==> config.mk <==
export PLATFORM = sky130hd
export DESIGN_NAME = cpu_handshake_sender_flat
export DESIGN_NICKNAME = d
export VERILOG_FILES = /design/src/rtl/sender_pkg.sv /design/src/rtl/cpu_handshake_sender_if.sv /design/src/rtl/sender_fifo.sv /design/src/rtl/cpu_handshake_sender.sv /design/src/flat_wrapper.sv
export SDC_FILE = /design/constraint.sdc
export NUM_CORES = 1
export LEC_CHECK = 0
export ABC_CLOCK_PERIOD_IN_PS = 6000
export BUFFER_PORTS_ARGS = -buffer_cell sky130_fd_sc_hd__buf_2
export CELL_PAD_IN_SITES_DETAIL_PLACEMENT = 1
export CELL_PAD_IN_SITES_GLOBAL_PLACEMENT = 1
export CORE_MARGIN = 1
export CORE_UTILIZATION = 55
export CTS_BUF_LIST = sky130_fd_sc_hd__clkbuf_2
export DETAILED_ROUTE_END_ITERATION = 6
export PLACE_DENSITY = 0.95
export SETUP_SLACK_MARGIN = 0.02
export SYNTH_ARGS = -nofsm -noshare
export SYNTH_HDL_FRONTEND = slang
export SYNTH_HIERARCHICAL = 1
export SYNTH_SLANG_ARGS = --single-unit
export TNS_END_PERCENT = 50
==> constraint.sdc <==
create_clock -name clk -period 6 [get_ports clk]
set_input_delay 1.2 -clock clk [delete_from_list [all_inputs] [get_ports clk]]
set_output_delay 1.2 -clock clk [all_outputs]
set_load 0.03 [all_outputs]
==> src/rtl/sender_pkg.sv <==
// Shared types and constants for the CPU-to-peripheral handshake sender.
package sender_pkg;
    localparam int DATA_W      = 32;
    localparam int CNT_W       = 16;
    localparam int DEF_DEPTH   = 4;
    localparam int DEF_TIMEOUT = 16;

    typedef enum logic [1:0] {
        IDLE = 2'd0,
        REQ  = 2'd1,
        REL  = 2'd2
    } state_t;
endpackage

==> src/rtl/cpu_handshake_sender_if.sv <==
// CPU write port plus peripheral handshake and status, bundled for the sender.
interface cpu_handshake_sender_if;
    import sender_pkg::*;

    logic              wrEn;
    logic [DATA_W-1:0] wrData;
    logic              full;
    logic              empty;
    logic              ACK;
    logic              SEND;
    logic [DATA_W-1:0] outData;
    logic              busy;
    logic              timeoutErr;
    logic [CNT_W-1:0]  sentCount;

    modport master (
        output wrEn, wrData, ACK,
        input  full, empty, SEND, outData, busy, timeoutErr, sentCount
    );

    modport slave (
        input  wrEn, wrData, ACK,
        output full, empty, SEND, outData, busy, timeoutErr, sentCount
    );
endinterface

==> src/rtl/sender_fifo.sv <==
// Circular word FIFO with combinational head; pushes while full are dropped.
module sender_fifo
    import sender_pkg::*;
#(
    parameter int DEPTH = DEF_DEPTH
) (
    input  logic              clk,
    input  logic              rst,
    input  logic              push,
    input  logic              pop,
    input  logic [DATA_W-1:0] din,
    output logic [DATA_W-1:0] head,
    output logic              full,
    output logic              empty
);
    localparam int AW = $clog2(DEPTH);

    logic [DATA_W-1:0] mem [DEPTH];
    logic [AW-1:0]     wr_ptr;
    logic [AW-1:0]     rd_ptr;
    logic [AW:0]       count;
    logic              do_push;
    logic              do_pop;

    assign full    = (count == (AW+1)'(DEPTH));
    assign empty   = (count == '0);
    // Fullness is judged before any same-cycle pop, so a pop never frees room for a write.
    assign do_push = push && !full;
    assign do_pop  = pop && !empty;
    assign head    = mem[rd_ptr];

    always_ff @(posedge clk or posedge rst) begin
        if (rst) begin
            wr_ptr <= '0;
            rd_ptr <= '0;
            count  <= '0;
        end else begin
            if (do_push) wr_ptr <= wr_ptr + 1'b1;
            if (do_pop)  rd_ptr <= rd_ptr + 1'b1;
            count <= count + (AW+1)'(do_push) - (AW+1)'(do_pop);
        end
    end

    always_ff @(posedge clk) begin
        if (do_push) mem[wr_ptr] <= din;
    end
endmodule

==> src/rtl/cpu_handshake_sender.sv <==
// Drains queued CPU words to a peripheral with a SEND/ACK four-phase handshake.
module cpu_handshake_sender
    import sender_pkg::*;
#(
    parameter int DEPTH   = DEF_DEPTH,
    parameter int TIMEOUT = DEF_TIMEOUT
) (
    input  logic                   clk,
    input  logic                   rst,
    cpu_handshake_sender_if.slave  bus
);
    state_t            state_q;
    state_t            state_d;
    logic [CNT_W-1:0]  wait_cnt;
    logic [CNT_W-1:0]  sent_cnt;
    logic              tmo_q;
    logic              pop;
    logic              tmo;
    logic              done;
    logic [DATA_W-1:0] head;
    logic              fifo_full;
    logic              fifo_empty;

    sender_fifo #(.DEPTH(DEPTH)) u_fifo (
        .clk   (clk),
        .rst   (rst),
        .push  (bus.wrEn),
        .pop   (pop),
        .din   (bus.wrData),
        .head  (head),
        .full  (fifo_full),
        .empty (fifo_empty)
    );

    always_ff @(posedge clk or posedge rst) begin
        if (rst) state_q <= IDLE;
        else     state_q <= state_d;
    end

    // ACK is checked before the timeout so a late ACK in the last REQ cycle still wins.
    always_comb begin
        state_d = state_q;
        pop     = 1'b0;
        tmo     = 1'b0;
        done    = 1'b0;
        case (state_q)
            IDLE: if (!fifo_empty) state_d = REQ;
            REQ: begin
                if (bus.ACK) begin
                    state_d = REL;
                end else if (wait_cnt == CNT_W'(TIMEOUT - 1)) begin
                    state_d = IDLE;
                    pop     = 1'b1;
                    tmo     = 1'b1;
                end
            end
            REL: begin
                if (!bus.ACK) begin
                    state_d = IDLE;
                    pop     = 1'b1;
                    done    = 1'b1;
                end
            end
            default: state_d = IDLE;
        endcase
    end

    // REQ is only entered from IDLE, so holding the counter at zero outside REQ clears it on entry.
    always_ff @(posedge clk or posedge rst) begin
        if (rst) begin
            wait_cnt <= '0;
            sent_cnt <= '0;
            tmo_q    <= 1'b0;
        end else begin
            if (state_q == REQ) wait_cnt <= wait_cnt + 1'b1;
            else                wait_cnt <= '0;
            if (done) sent_cnt <= sent_cnt + 1'b1;
            tmo_q <= tmo;
        end
    end

    assign bus.SEND       = (state_q == REQ);
    assign bus.busy       = (state_q != IDLE);
    assign bus.timeoutErr = tmo_q;
    assign bus.sentCount  = sent_cnt;
    assign bus.full       = fifo_full;
    assign bus.empty      = fifo_empty;
    assign bus.outData    = fifo_empty ? '0 : head;
endmodule
==> src/flat_wrapper.sv <==
// flat-port wrapper written by rule: the top's interface ports become plain ports
module cpu_handshake_sender_flat import sender_pkg::*;
#(
    parameter int DEPTH   = DEF_DEPTH,
    parameter int TIMEOUT = DEF_TIMEOUT
)
  (clk, rst, bus_wrEn, bus_wrData, bus_ACK, bus_full, bus_empty, bus_SEND, bus_outData, bus_busy, bus_timeoutErr, bus_sentCount);
  cpu_handshake_sender_if bus_i ();
  input  logic clk;
  input  logic rst;
  input wire logic [$bits(bus_i.wrEn)-1:0] bus_wrEn;
  input wire logic [$bits(bus_i.wrData)-1:0] bus_wrData;
  input wire logic [$bits(bus_i.ACK)-1:0] bus_ACK;
  output wire logic [$bits(bus_i.full)-1:0] bus_full;
  output wire logic [$bits(bus_i.empty)-1:0] bus_empty;
  output wire logic [$bits(bus_i.SEND)-1:0] bus_SEND;
  output wire logic [$bits(bus_i.outData)-1:0] bus_outData;
  output wire logic [$bits(bus_i.busy)-1:0] bus_busy;
  output wire logic [$bits(bus_i.timeoutErr)-1:0] bus_timeoutErr;
  output wire logic [$bits(bus_i.sentCount)-1:0] bus_sentCount;
  assign bus_i.wrEn = bus_wrEn;
  assign bus_i.wrData = bus_wrData;
  assign bus_i.ACK = bus_ACK;
  assign bus_full = bus_i.full;
  assign bus_empty = bus_i.empty;
  assign bus_SEND = bus_i.SEND;
  assign bus_outData = bus_i.outData;
  assign bus_busy = bus_i.busy;
  assign bus_timeoutErr = bus_i.timeoutErr;
  assign bus_sentCount = bus_i.sentCount;
  cpu_handshake_sender #(.DEPTH(DEPTH), .TIMEOUT(TIMEOUT)) u_core (.clk(clk), .rst(rst), .bus(bus_i));
endmodule
* Word-level counts from Yosys, hierarchy flattened
Memory sizes are Yosys's and may differ from the RTL's.
Index checks and enable logic that the tools add are counted.
** Word-level totals
- Word-level logic and storage cells :: 44
- Output and inout bits :: 53
- Bits in read-only memories :: 0
- Bits in latches :: 0
- Memories kept :: 1
- Input bits :: 36
- Flip-flop bits (word level) :: 42
- RAM bits :: 128
** Cells by class
- Muxes and demuxes :: 15
- Shift operators :: 0
- Div/mod/pow operators :: 0
- Bitwise operators :: 0
- Multipliers :: 0
- Eq/ne operators :: 7
- $add $sub $neg :: 6
- Magnitude comparators :: 0
- Reductions and logical operators :: 8
** Memory list
- u_core.u_fifo.mem :: depth 4, bits a word 32, rd ports 1, clocked after memory_dff 0, write ports 1, line sender_fifo.sv:18 : logic [DATA_W-1:0] mem [DEPTH];
** Operators by type and width (count)
- 16-bit by 1-bit adder with 16-bit output, second input constant :: 2
- 32-bit two-way mux :: 1
- 16-bit by 4-bit == test with 1-bit output, second input constant :: 1
- 16-bit two-way mux :: 1
- 2-bit two-way mux :: 4
- 1-bit two-way mux :: 7
- 2-bit one-hot mux with 3 select lines :: 1
- 2-bit by 1-bit adder with 2-bit output, second input constant :: 2
- 2-bit inequality test, second input constant :: 2
- 3-bit by 1-bit adder with 3-bit output :: 1
- 3-bit == test, second input constant :: 1
- 3-bit zero test :: 1
- 3-bit by 2-bit inequality test with 1-bit output, second input constant :: 1
- 3-bit AND reduction :: 1
- 3-bit by 1-bit subtractor with 3-bit output :: 1
- 2-bit by 1-bit == test with 1-bit output, second input constant :: 1
- 2-bit == test, second input constant :: 1
- 1-bit logical AND :: 2
- 1-bit zero test :: 2
- 2-bit zero test :: 1
- 1-bit one-hot mux with 2 select lines :: 1
- 2-bit nonzero test :: 1

* Longest topological paths before layout
Gate-level depths: netlist (run 1).
- Word-level depth :: 6
- Mapped depth :: 13
- Gate-level depth less buffers :: 13

* By module
The synthesis (run 1) kept the hierarchy.
** By module, submodules not included
- sender_fifo :: sequential area each 4018.9 um^2, area each 5142.4 um^2, cells each 210, instances 1
- cpu_handshake_sender :: sequential area each 875.8 um^2, area each 1911.8 um^2, cells each 195, instances 1

* Least setup slack after synthesis (run 1)
No wires, ideal clock.
- Path type :: register to output
- Start :: register u_core.u_fifo.count[1]
- End :: output bus_outData[10]
- Setup slack :: 2.825 ns
- Arrival :: 1.975 ns
- Data required time :: 4.800 ns
- Cell stages (with the launch flop) :: 4
- Buffers on the path :: 1
- Path through :: dfrtp_1 nor3_1 clkbuf_1 nor2b_1
** On the way
- Longest elaborated chain between the ends :: 2
** RTL lines
- start: declaration :: line sender_fifo.sv:21 : logic [AW:0] count;
- start signal: assignment :: line sender_fifo.sv:40 : count <= count + (AW+1)'(do_push) - (AW+1)'(do_pop);
- 3-bit zero test :: line sender_fifo.sv:26 : assign empty = (count == '0);
- net bus_empty :: line flat_wrapper.sv:15 : output wire logic [$bits(bus_i.empty)-1:0] bus_empty;
- 32-bit two-way mux :: line cpu_handshake_sender.sv:88 : assign bus.outData = fifo_empty ? '0 : head;
- end: declaration :: line flat_wrapper.sv:17 : output wire logic [$bits(bus_i.outData)-1:0] bus_outData;
The timed path passes the listed nets, and every way through them passes these cells.

* Final worst setup path (run 1)
- Start :: register u_core.u_fifo.rd_ptr[0]
- End :: output bus_outData[30]
** On the way
- Longest elaborated chain between the ends :: 2
** RTL lines
- start: declaration :: line sender_fifo.sv:20 : logic [AW-1:0] rd_ptr;
- start signal: assignment :: line sender_fifo.sv:39 : if (do_pop) rd_ptr <= rd_ptr + 1'b1;
- memory 4 x 32 bit
- net u_core.head[30] :: line cpu_handshake_sender.sv:20 : logic [DATA_W-1:0] head;
- 32-bit two-way mux :: line cpu_handshake_sender.sv:88
The timed path passes the listed nets, and every way through them passes these cells.

==> impl_metrics.toml, run 1 <==
[outcome]
status = "finished clean"

[power_and_ir_drop]
finalPower_uw = 3630
intPower_uw = 2180
p_sw_share_pct = 39.9
power_leakage_uw = 0.00300
p_sw_uw = 1450
combPwrFrac_pct = 39.8
p_per_area_mw_per_mm2 = 462
power_frac_clock_pct = 15.3
ir_drop_v = 0.000263
power.share.sequential_pct = 45.0

[cts]
cts_hold_buf = 0
clkTransAtPathRegs_ns = 0.23
cts_buffer_depth = 2
cts_resized = 0
post_cts_buffers = 0
ctsRootBufferMaster = "clkbuf_2"
cts_tree = "done"
cts_inserted_buffers = 17
clk_latency_ns = 0.73
htreeDepth = 4
cts_sinks = 170

[grt]
grt_first_pass_wirelength_mm = 23.2
grt_max_degree = 36
antenna_found_initial = 0
grt_pass1_vias = 4290
grt_usage_pct = 24.5
grt-ovfl-total = 0

[finish]
layout_common_cells = "edfxtp_1, buf_2, dfrtp_1, nor2b_1, mux4_2"
num_antenna_cells = 0
drive_above_1_share_pct = 31.7
final_common_cell = "edfxtp_1"
syn2layout_area_growth_pct = 11.4
final_nets = 553

[synthesis]
synth_ff_type = "edfxtp_1"
synth_top_cell_by_area = "edfxtp_1"
yosysTopAreaCellShare_pct = 54.5
ys_seq_area_share_pct = 69.4
syn_inst = 405
ys_seq_elements = 170
syn_area_mm2 = 0.00705
async_flop_share_pct = 24.7
synth_edf_count = 128
synth.distinct_cells = 46
syn_area_per_cell_um2 = 17.4
yosysWarnings = 6
synth_nets = 454
synthTopCellsByArea = "edfxtp_1, dfrtp_1, mux4_2"

[floorplanning]
die_height_um = 115
coreArea_mm2 = 0.0126
initial_core_util_pct = 56.1
dieArea_mm2 = 0.0133
io_pins = 89
fp.dieW_um = 115
num_rows = 41

[timing]
fin_tns_setup_ns = 0
finalHoldViolCount = 0
fin_skew_ns = 0.0229
rsz0062_at_grt = "false"
period_needed_ns = 3.91
setup_viol = 0
slew_headroom_pct = 36.5
timing.hold.ws_ns = 0.374
period_share_pct = 65.2
slew_violations = 0
fmax_ghz = 0.256
worst_pin_slew_ns = 0.953
setup_ws_ns = 2.09

[setup_path]
worstPathMaxFanout = 34
crit_type = "reg -> out"
critPathArrivalTime_ns = 2.71
crit_path_start_kind = "flip-flop"
end_kind = "output port"
worstPathCellList = "buf_4 -> mux4_1 -> nor2b_1 -> buf_2"
r2r_cells = 13
crit_required_ns = 4.80
crit_path_top_delay_cell = "mux4_1"
slowest_delay_ns = 0.69

[routing]
drt_iter0_drc = 205
dr.pass1.iters = 4
vias = 3919
wl_mm = 14.8
drc_errors = 0
ant_nets = 0
viasPerCell = 5.69
wl_per_cell_um = 21.4

[place]
place_ws_ns = 2.89
place_congestion = 0.737
dpl.hpwl_mm = 9.63
port_buffers = 88

[run]
max_cap_viol_count = 0

[hold_path]
min_path_type = "in -> async"
==> flip-flops by register name, summed over array words and instances, names as in the netlist <==
| register | count |
|---|---|
| u_core/u_fifo/rd_ptr | 2 |
| u_core/u_fifo/wr_ptr | 2 |
| u_core/u_fifo/mem | 128 |
| u_core/wait_cnt | 16 |
| u_core/bus.timeoutErr | 1 |
| u_core/bus.sentCount | 16 |
| u_core/state_q | 2 |
| u_core/u_fifo/count | 3 |
==> synth_stat cells, types with 3 or more instances <==
cell type,n
and3b_1,4
buf_12,3
buf_2,3
clkbuf_1,4
dfrtp_1,42
edfxtp_1,128
ha_1,12
inv_1,16
mux4_1,4
mux4_2,28
nand2_1,13
nand2b_1,5
nand3_1,7
nand4_1,9
nor2_1,17
nor2b_1,33
nor3_1,6
nor4_1,5
xnor2_1,22
xor2_1,10
==> power groups by stage <==
stage               registers (µW)  logic (µW)  clock network, µW
floorplan                     1620        1080                  0
global placement              1630        1400                  0
detailed placement            1660        1450                  0
CTS                           1630        1470                570
global route                  1650        1540                608
finish                        1630        1440                554
==> worst paths after layout <==
check / startpoint / to / slack [ns]
max in group asynchronous: rst / u_core/wait_cnt[13]$_DFF_PP0_ / 5.11
worst min-delay path: rst / u_core/u_fifo/count[0]$_DFF_PP0_ / 0.37
worst max-delay path: u_core/u_fifo/rd_ptr[0]$_DFFE_PP0P_ / bus_outData[30] / 2.09
min in group clk: u_core/bus.sentCount[15]$_DFFE_PP0P_ / u_core/bus.sentCount[15]$_DFFE_PP0P_ / 0.48
worst max register to register: u_core/state_q[1]$_DFFE_PP0P_ / u_core/u_fifo/count[2]$_DFF_PP0_ / 2.88
worst min register to register: u_core/bus.sentCount[15]$_DFFE_PP0P_ / u_core/bus.sentCount[15]$_DFFE_PP0P_ / 0.48
==> through the flow <==
stage	cells	instance area [µm²]	utilization, %
floorplan	405	7050	-
global placement	657	7650	60.8
detailed placement	657	7650	60.8
CTS	689	7860	62.5
global route	689	7860	62.5
finish	689	7860	62.5
==> cell type report <==
| class | count | area (µm²) |
|---|---|---|
| tap | 172 | 215 |
| clock buffer | 18 | 90.1 |
| sequential | 170 | 4900 |
| fill | 1163 | 4710 |
| multi-input combinational | 206 | 2000 |
| clock inverter | 14 | 120 |
| timing repair buffer | 92 | 470 |
| inverter | 17 | 63.8 |
==> worst max-delay path, delay by kind of cell (launching register included) <==
kind	cells	cell delay, ns
buffers and inverters	2	0.74
multiplexers	1	0.69
flip-flops	1	0.39
AND/OR/NAND/NOR	1	0.16
==> routing by layer <==
metal  up-vias  track usage, %  routed length (µm)
li1       1745               -                   -
met1      2010            28.0                5640
met3        28            7.06                 789
met2       136            42.8                7990
met4         0            11.6                 334
met5         -               0                   0
==> kinds of logic after synthesis <==
logic type / synth area share [%]
and+or+nand+nor: 10.1
buffers and inverters: 2.39
AOI/OAI and AO/OA: 1.19
xor gates and xnor gates: 3.97
DFF: 69.4
adders and majority gates: 2.41
muxes: 10.6
No activity file was read; power rests on OpenSTA's default activity.
==> inputs of run 2 (changes only) <==
Settings changed: ABC_CLOCK_PERIOD_IN_PS 6000 to 4000, CORE_UTILIZATION 55 to 51, PLACE_DENSITY 0.95 to 0.93.
Clock period 6 ns to 4 ns, I/O delays scaled along.
==> impl_metrics.toml, run 2 (synthesized netlist as in run 1, its figures left out) <==
[timing]
worst_pin_slew_ns = 0.938
timing.hold.ws_ns = 0.248
setup_viol = 0
fin_skew_ns = 0.0235
fmax_ghz = 0.284
rsz0062_at_grt = "false"
fin_tns_setup_ns = 0
slew_headroom_pct = 37.5
period_needed_ns = 3.53
period_share_pct = 88.1
setup_ws_ns = 0.474
slew_violations = 0
finalHoldViolCount = 0

[floorplanning]
initial_core_util_pct = 52.8
die_height_um = 120
num_rows = 42
fp.dieW_um = 120
io_pins = 89
dieArea_mm2 = 0.0143
coreArea_mm2 = 0.0133

[cts]
cts_sinks = 170
clk_latency_ns = 0.73
clkTransAtPathRegs_ns = 0.23
cts_buffer_depth = 2
htreeDepth = 4
post_cts_buffers = 0
cts_inserted_buffers = 17
cts_tree = "done"
ctsRootBufferMaster = "clkbuf_2"

[finish]
syn2layout_area_growth_pct = 12.4
final_nets = 553
final_cell_area_mm2 = 0.00793
seq_area_mm2 = 0.00490
nFillCells = 1279
multi_input_area_mm2 = 0.00200
largest_register_ff_count = 128
num_antenna_cells = 0
regMostFlops = "u_core/u_fifo/mem"
drive_above_1_share_pct = 31.8
final_common_cell = "edfxtp_1"
layout_common_cells = "edfxtp_1, buf_2, dfrtp_1, nor2b_1, mux4_2"

[routing]
wl_met1_mm = 5.63
drc_errors = 0
viasPerCell = 5.60
vias = 3874
top_layer = "met4"
drt_iter0_drc = 193
wl_met3_um = 735
wl_mm = 14.1
dr.pass1.iters = 4
wl_per_cell_um = 20.4
ant_nets = 0
wl_met2_mm = 7.52

[setup_path]
critPathArrivalTime_ns = 2.73
worstPathMaxFanout = 18
crit_type = "reg -> out"
slowest_delay_ns = 0.79
crit_path_start_kind = "flip-flop"
worstPathCellList = "buf_12 -> mux4_1 -> nor2b_1 -> buf_2"
timing.critical_path.from = "u_core/u_fifo/rd_ptr[0]$_DFFE_PP0P_"
crit_required_ns = 3.20
end_kind = "output port"
crit_path_top_delay_cell = "dfrtp_2"
worstReg2RegStart = "u_core/state_q[1]$_DFFE_PP0P_"

[power_and_ir_drop]
power_frac_clock_pct = 17.2
p_sw_share_pct = 38.4
finalPower_uw = 5550
ir_drop_v = 0.000392
intPower_uw = 3420
p_sw_uw = 2130
power.share.sequential_pct = 45.6
power_leakage_uw = 0.00302
p_per_area_mw_per_mm2 = 699
combPwrFrac_pct = 37.2

[grt]
grt_first_pass_wirelength_mm = 22.4
grt-ovfl-total = 0
antenna_found_initial = 1
grt_pass1_vias = 4256
grt_usage_pct = 21.4
grt_max_degree = 36

[place]
port_buffers = 88
dpl.hpwl_mm = 9.43
place_ws_ns = 1.06
place_congestion = 0.801
place_area_mm2 = 0.00766

[outcome]
status = "finished clean"

[hold_path]
min-delay-start = "bus_ACK"
min_path_type = "in -> reg"

[run]
max_cap_viol_count = 0
-- run 2: per-layer routing --
metal | up-vias | GRT usage [%]
li1 | 1735 | -
met1 | 2012 | 24.5
met2 | 105 | 37.5
met5 | - | 0
met3 | 22 | 6.27
met4 | 0 | 8.44
-- run 2: power by group through the flow --
| stage | combinational (µW) | sequential [µW] | clock [µW] |
|---|---|---|---|
| 6_report | 2060 | 2530 | 952 |
| 3_3_place_gp | 2020 | 2530 | 0 |
| 3_5_place_dp | 2080 | 2580 | 0 |
| 2_1_floorplan | 1630 | 2440 | 0 |
| 4_1_cts | 2100 | 2540 | 988 |
| 5_1_grt | 2210 | 2580 | 1040 |
-- run 2: final timing paths --
| kind | depth (start not counted) | to | slack, ns |
|---|---|---|---|
| max in group asynchronous | 4 | u_core/wait_cnt[11]$_DFF_PP0_ | 2.99 |
| worst max-delay path | 4 | bus_outData[26] | 0.47 |
| worst max register to register | 13 | u_core/u_fifo/count[2]$_DFF_PP0_ | 0.98 |
| worst min-delay path | 2 | u_core/bus.timeoutErr$_DFF_PP0_ | 0.25 |
| worst min register to register | 1 | u_core/wait_cnt[0]$_DFF_PP0_ | 0.49 |
| min in group asynchronous | 3 | u_core/u_fifo/count[0]$_DFF_PP0_ | 0.52 |
-- run 2: worst max-delay path: cells and delay by family, from the launching register on --
kind	cells	cell delay (ns)
AND/OR/NAND/NOR	1	0.15
flip-flops	1	0.79
buffers and inverters	2	0.46
multiplexers	1	0.58
-- run 2: cell type report --
cell class / instances / area share [%]
sequential: 170 / 61.8
multi-input combinational: 206 / 25.2
timing repair buffer: 92 / 6.12
tap: 176 / 2.78
clock inverter: 12 / 2.10
clock buffer: 19 / 1.20
inverter: 17 / 0.805
-- run 2: per-stage QoR --
step / util (%) / std cells
after floorplan: - / 405
after global placement: 57.4 / 660
after detailed placement: 57.4 / 660
after CTS: 59.4 / 692
after global routing: 59.4 / 692
final: 59.4 / 692
-- run 2: what timing repair did --
item	CTS	global route
hold buffers	1	0
gates resized for setup	0	0
endpoints found under the hold margin	7	0
==> inputs of run 3 (changes only) <==
Settings changed: ABC_CLOCK_PERIOD_IN_PS 4000 to 3350.
Clock period 4 ns to 3.35 ns, I/O delays scaled along.
==> impl_metrics.toml, run 3 (synthesized netlist as in run 1, its figures left out) <==
[cts]
cts_inserted_buffers = 17
ctsRootBufferMaster = "clkbuf_2"
cts_buffer_depth = 2
htreeDepth = 4
cts_sinks = 170
clk_latency_ns = 0.74
cts_tree = "done"
clkTransAtPathRegs_ns = 0.23

[grt]
grt-ovfl-total = 0
grt_pass1_vias = 4309
grt_first_pass_wirelength_mm = 23.5
grt_usage_pct = 22.3
antenna_found_initial = 0
grt_max_degree = 36

[routing]
wl_mm = 14.7
drc_errors = 0
dr.pass1.iters = 4
ant_nets = 0
viasPerCell = 5.59
drt_iter0_drc = 203
wl_per_cell_um = 21.0
vias = 3904

[outcome]
status = "finished clean"

[floorplanning]
dieArea_mm2 = 0.0143
die_height_um = 120
io_pins = 89
initial_core_util_pct = 52.8
num_rows = 42
coreArea_mm2 = 0.0133
fp.dieW_um = 120

[finish]
num_antenna_cells = 0
seq_area_mm2 = 0.00490
drive_above_1_share_pct = 32.7
final_nets = 559
final_common_cell = "edfxtp_1"
nFillCells = 1257
final_cell_area_mm2 = 0.00794
syn2layout_area_growth_pct = 12.6
layout_common_cells = "edfxtp_1, buf_2, dfrtp_1, nor2b_1, mux4_2"
multi_input_area_mm2 = 0.00200
largest_register_ff_count = 128
regMostFlops = "u_core/u_fifo/mem"

[setup_path]
crit_type = "reg -> out"
crit_required_ns = 2.68
end_kind = "output port"
worstPathMaxFanout = 17
crit_path_top_delay_cell = "dfrtp_2"
critPathTopFamily = "flip-flops"
crit_path_start_kind = "flip-flop"
worstPathCellList = "buf_4 -> mux4_2 -> nor2b_1 -> buf_2"
path_buf_inv = 2
slowest_delay_ns = 0.72
critPathArrivalTime_ns = 2.43

[timing]
worst_pin_slew_ns = 0.907
slew_violations = 0
period_share_pct = 92.6
fin_tns_setup_ns = 0
rsz0062_at_grt = "false"
slew_headroom_pct = 39.5
timing.hold.ws_ns = 0.120
finalHoldViolCount = 0
fmax_ghz = 0.322
period_needed_ns = 3.10
fin_skew_ns = 0.0236
setup_viol = 0

[place]
place_congestion = 0.834
port_buffers = 88
dpl.hpwl_mm = 10.0
place_area_mm2 = 0.00769

[hold_path]
min_path_type = "in -> reg"

[power_and_ir_drop]
p_per_area_mw_per_mm2 = 829
power_leakage_uw = 0.00303
ir_drop_v = 0.000479

[run]
max_cap_viol_count = 0
==> run 3: changes by cell type in the layout (fill, tap and decap cells not counted), moves of 2 or more <==
cell and delta:
buf_4 +5, clkinv_2 +2, inv_8 -2, clkinv_4 +3
bufinv_16 -2
==> run 3: through the flow <==
step | instances | total power, µW | setup WS [ns] | util (%)
after floorplan | 405 | 4850 | 0.705 | -
after global placement | 663 | 5470 | 0.694 | 57.6
after detailed placement | 663 | 5650 | 0.466 | 57.6
after CTS | 699 | 6670 | 0.161 | 59.5
after global routing | 699 | 6900 | 0.101 | 59.5
final | 699 | 6590 | 0.247 | 59.5
==> run 3: where the power goes <==
| part | total [µW] | internal [µW] | switching (µW) | leakage (µW) |
|---|---|---|---|---|
| clock | 990 | 283 | 708 | 0.000137 |
| sequential | 2940 | 2710 | 238 | 0.00173 |
| combinational | 2660 | 1000 | 1660 | 0.00117 |
==> run 3: final cells by class <==
cell class,count,area share [%]
clock buffers,19,1.20
clock inverters,13,1.53
inverters,17,0.803
multi-input cells,206,25.2
flip-flops and latches,170,61.7
well taps,176,2.77
repair buffers,98,6.84
==> run 3: metal layers <==
layer	track usage, %	share of wire (%)	vias to the layer above	routed length [µm]
met1	26.5	39	2032	5810
met4	7.73	1.2	0	181
met5	0	0	-	0
met3	6.27	5.3	19	786
met2	38.9	54	101	7930
li1	-	-	1752	-
==> run 3: what timing repair did <==
action | CTS | global route
setup endpoints to repair | 20 | 0
gates resized for setup | 1 | 0
hold endpoints to repair | 42 | 0
hold buffers | 1 | 0
setup buffers | 3 | 0
==> run 3: worst paths after layout <==
path	start	end	slack (ns)	cells after the start
worst max register to register	u_core/wait_cnt[0]$_DFF_PP0_	u_core/u_fifo/count[2]$_DFF_PP0_	0.40	13
worst max-delay path	u_core/u_fifo/rd_ptr[1]$_DFFE_PP0P_	bus_outData[23]	0.25	4
worst min-delay path	bus_wrData[24]	u_core/u_fifo/mem[2][24]$_DFFE_PP_	0.12	1
worst min register to register	u_core/bus.sentCount[15]$_DFFE_PP0P_	u_core/bus.sentCount[15]$_DFFE_PP0P_	0.50	1
min in group asynchronous	rst	u_core/u_fifo/wr_ptr[0]$_DFFE_PP0P_	0.38	3
max in group asynchronous	rst	u_core/wait_cnt[1]$_DFF_PP0_	2.48	4
